[src/rtl/serial_eq_ctrl.sv]
// Bit-serial word comparator sequencer for a shared 1-bit eq cell.
// Streams operand bits LSB first and records the first mismatch.
module serial_eq_ctrl #(
  parameter int WIDTH = 8,
  parameter bit EARLY_EXIT = 1'b1,
  localparam int IW = $clog2(WIDTH)
) (
  input  logic          clk,
  input  logic          rst_n,
  input  logic          start,
  input  logic [WIDTH-1:0] a,
  input  logic [WIDTH-1:0] b,
  output logic          bit_x,
  output logic          bit_y,
  input  logic          eq_s,
  output logic          busy,
  output logic          done,
  output logic          match,
  output logic [IW-1:0] mismatch_idx
);

  typedef enum logic [1:0] {
    IDLE = 2'd0,
    CMP  = 2'd1,
    DONE = 2'd2
  } state_e;

  state_e state_q, state_d;

  logic [WIDTH-1:0] sa_q, sa_d;
  logic [WIDTH-1:0] sb_q, sb_d;
  logic [IW-1:0]    idx_q, idx_d;
  logic             match_q, match_d;
  logic [IW-1:0]    midx_q, midx_d;

  logic last;
  logic stop;

  assign last = (idx_q == IW'(WIDTH - 1));
  assign stop = (!eq_s && EARLY_EXIT) || last;

  // State register
  always_ff @(posedge clk or negedge rst_n) begin
    if (!rst_n) state_q <= IDLE;
    else        state_q <= state_d;
  end

  // Next-state: scan until mismatch (early exit) or last bit
  always_comb begin
    state_d = state_q;
    unique case (state_q)
      IDLE: if (start) state_d = CMP;
      CMP:  if (stop)  state_d = DONE;
      DONE: state_d = IDLE;
      default: state_d = IDLE;
    endcase
  end

  // Datapath next-state: capture, shift, first-mismatch record
  always_comb begin
    sa_d    = sa_q;
    sb_d    = sb_q;
    idx_d   = idx_q;
    match_d = match_q;
    midx_d  = midx_q;
    unique case (state_q)
      IDLE: begin
        if (start) begin
          sa_d    = a;
          sb_d    = b;
          idx_d   = '0;
          match_d = 1'b1;
          midx_d  = '0;
        end
      end
      CMP: begin
        if (!eq_s && match_q) begin
          match_d = 1'b0;
          midx_d  = idx_q;
        end
        if (!stop) begin
          sa_d  = sa_q >> 1;
          sb_d  = sb_q >> 1;
          idx_d = idx_q + IW'(1);
        end
      end
      default: ;
    endcase
  end

  // Datapath registers
  always_ff @(posedge clk or negedge rst_n) begin
    if (!rst_n) begin
      sa_q    <= '0;
      sb_q    <= '0;
      idx_q   <= '0;
      match_q <= 1'b0;
      midx_q  <= '0;
    end else begin
      sa_q    <= sa_d;
      sb_q    <= sb_d;
      idx_q   <= idx_d;
      match_q <= match_d;
      midx_q  <= midx_d;
    end
  end

  // Outputs: cell bits only driven while scanning
  always_comb begin
    bit_x        = 1'b0;
    bit_y        = 1'b0;
    busy         = (state_q != IDLE);
    done         = (state_q == DONE);
    match        = match_q;
    mismatch_idx = midx_q;
    if (state_q == CMP) begin
      bit_x = sa_q[0];
      bit_y = sb_q[0];
    end
  end

endmodule

[config.mk]
export PLATFORM = sky130hd
export DESIGN_NAME = serial_eq_ctrl
export DESIGN_NICKNAME = d
export VERILOG_FILES = /design/src/rtl/serial_eq_ctrl.sv
export SDC_FILE = /design/constraint.sdc
export NUM_CORES = 1
export LEC_CHECK = 0
export ABC_AREA = 1
export CAP_MARGIN = 20
export CORE_ASPECT_RATIO = 0.8
export CORE_MARGIN = 10
export CORE_UTILIZATION = 31
export DETAILED_ROUTE_END_ITERATION = 12
export PLACE_DENSITY_LB_ADDON = 0.08
export SETUP_SLACK_MARGIN = 0.2
export SYNTH_ARGS = -nofsm -noshare
export SYNTH_HDL_FRONTEND = slang
export SYNTH_SLANG_ARGS = --single-unit
[constraint.sdc]
create_clock -name clk -period 1.6 [get_ports clk]
set_input_delay 0.32 -clock clk [delete_from_list [all_inputs] [get_ports clk]]
set_output_delay 0.32 -clock clk [all_outputs]
set_load 0.02 [all_outputs]
==> run metrics <==
gr usage total=0.0968; CP Class=register to primary output; DR pass1 iterations=4; Post-Syn Area per Cell=7.89 sq um; Leak Pwr=1.03 nW; status=finished clean; synthesized instance count=175; Die W=94.6 um; maximum VDD drop=566 uV; Slew headroom=0.780; nets=242; Req. time, crit path=roughly 1300 ps; PD cells=1420 nW/um^2; skew final=2.77 ps; Synthesis Warnings=0; adder-cell share of the synthesized area=0.0181; drt via density=4.51; fmax=~700 MHz; number of global-route vias before repair=1240; syn nets=197; drt total wl=approximately 3500 um; H-tree depth=1; Worst-Margin Slew=around 330 ps; final non-filler cell total=276; clock root cell=clkbuf_8; Hold Crit Class=input port to asynchronous set/reset pin; # DRC=0; async set or reset register ratio after synthesis=1.00; Routed WL per cell=approximately 13 um; Seq cells post-synth=25; share of cells above drive strength 1=0.265; crit share post-route=0.872; Setup violations, final=0; xor and xnor fraction of the mapped netlist area=0; Top FF cell, synth=dfrtp_1; Tmin final=1390 ps; post-synth top area cell=dfrtp_1; CTS tree=done; worst skew pair latency=~270 ps; Initial Util=0.327; Synth Area in Compound Gates=0; final slew viol count=0; Critical Path AT=around 1100 ps; RD Place Congestion=0.731; Mapped Area=1380 sq um; gr ovfl total=0; Syn-to-layout area delta=43.3%; number of enable flip-flop cells after synthesis=0; number of placed I/O pins=28; Synth Area in Simple Gates=0.440; worst-path fanout max=3; register area share after synthesis=0.453; Die H=79.7 um; global-route wire length before repair=between 5000 and 6000 um; cts hold-fix bufs=0; Die Area=7540 sq um; # Max-Cap Violations=0; Starting DRT DRC Count=56; startpoint types=register; final hold vios=0; vias post-DR=1244; FP Rows=21; distinct cell type count after synthesis=16; clk slew on worst S/H paths=90 ps; CTS Buffer Depth=2; Yosys top cell area share=0.453; RSZ-0062 raised after global routing=true; CORE AREA=roughly 4200 sq um; Worst Setup End Kind=primary output; top-count cell post-synth=nand2_1; Placed Cells=263; largest family of logic cells by synthesized area=simple AND/OR/NAND/NOR gates; largest net degree at the start of global routing=26; most frequent cells after synthesis=nand2_1, nand3_1, dfrtp_1; number of diodes=0; dominant cells by area after synthesis=dfrtp_1, nand2_1, nand3_1; Final HPWL DP=about 2500 um; CTS buffer count=3; mux cell area share after synthesis=0; port bufs=27; Sink Count=25; antenna violations before repair=0; final core occ=0.468; post-route ant nets=0
per-layer routing:
layer	vias to the layer above	wire length, um	track usage
li1	640	-	-
met1	576	1560	0.121
met2	26	1710	0.155
met3	2	252	0.0376
met4	0	22	0.0179
met5	-	0	0
final timing paths:
| check | from | endpoint | slack [ps] | cells past startpoint |
|---|---|---|---|---|
| worst max register to register | state_q[0] | sa_q[7] | 230 | 8 |
| min in group clk | mismatch_idx[0] | mismatch_idx[0] | 510 | 2 |
| max in group asynchronous | rst_n | state_q[0] | 910 | 2 |
| worst min-delay path | rst_n | mismatch_idx[0] | 420 | 2 |
| worst max-delay path | state_q[0] | busy | 210 | 4 |
| worst min register to register | mismatch_idx[0] | mismatch_idx[0] | 510 | 2 |
area by class of cell:
cell class              instances  area, sq um
clock inverters                 1         5.00
multi-input cells             129          709
repair buffers                 51          485
flip-flops and latches         25          627
inverters                      10         40.0
well taps                      57         71.3
clock buffers                   3         41.3
fillers                       404         2250
cells by family after synthesis:
| logic type | after synthesis |
|---|---|
| adder cells (fa/ha/maj) | 2 |
| buffers and inverters | 21 |
| flip-flops | 25 |
| AND/OR/NAND/NOR | 127 |
flip-flops by register name (all words and copies together) (netlist names):
signal / flops
idx_q: 3
match: 1
mismatch_idx: 3
sa_q: 8
sb_q: 8
state_q: 2
cell usage in the layout (no fill, tap or decap), drive strengths merged:
cell / count
buf: 27
clkdlybuf4s50: 19
ha: 2
dlygate4sd2: 4
nand3: 37
nand4: 3
nor2: 10
inv: 10
nand2: 77
clkbuf: 4
dfrtp: 25
clkinv: 1
report_power, final:
group / switching [mW] / leakage [nW] / internal, mW / total (mW)
clock: 0.202 / 0.0255 / 0.174 / 0.376
combinational: 0.755 / 0.687 / 0.634 / 1.39
sequential: 0.168 / 0.317 / 0.878 / 1.05
stage by stage:
step	power [mW]	TNS [ps]	hold WS [ps]	instance area (sq um)	worst slack, ps
6_report	2.81	0	418	1980	205
5_1_grt	3.06	0	453	1980	157
4_1_cts	2.61	0	427	1820	20.5
3_5_place_dp	2.23	-267	497	1770	-136
3_3_place_gp	2.21	-241	477	1770	-124
2_1_floorplan	1.83	0	24.4	1400	202
critical path, stage by stage (launching register included):
cell	delay [ps]
dfrtp_2	450
buf_6	140
inv_4	50
nand2_4	50
buf_6	120
timing repair:
action | CTS | global route
buffers inserted | 1 | 8
gates resized for setup | 23 | 31
pin swaps | 0 | 1
setup endpoints to repair | 26 | 26
Note: power is estimated with default switching activity, not from simulation.
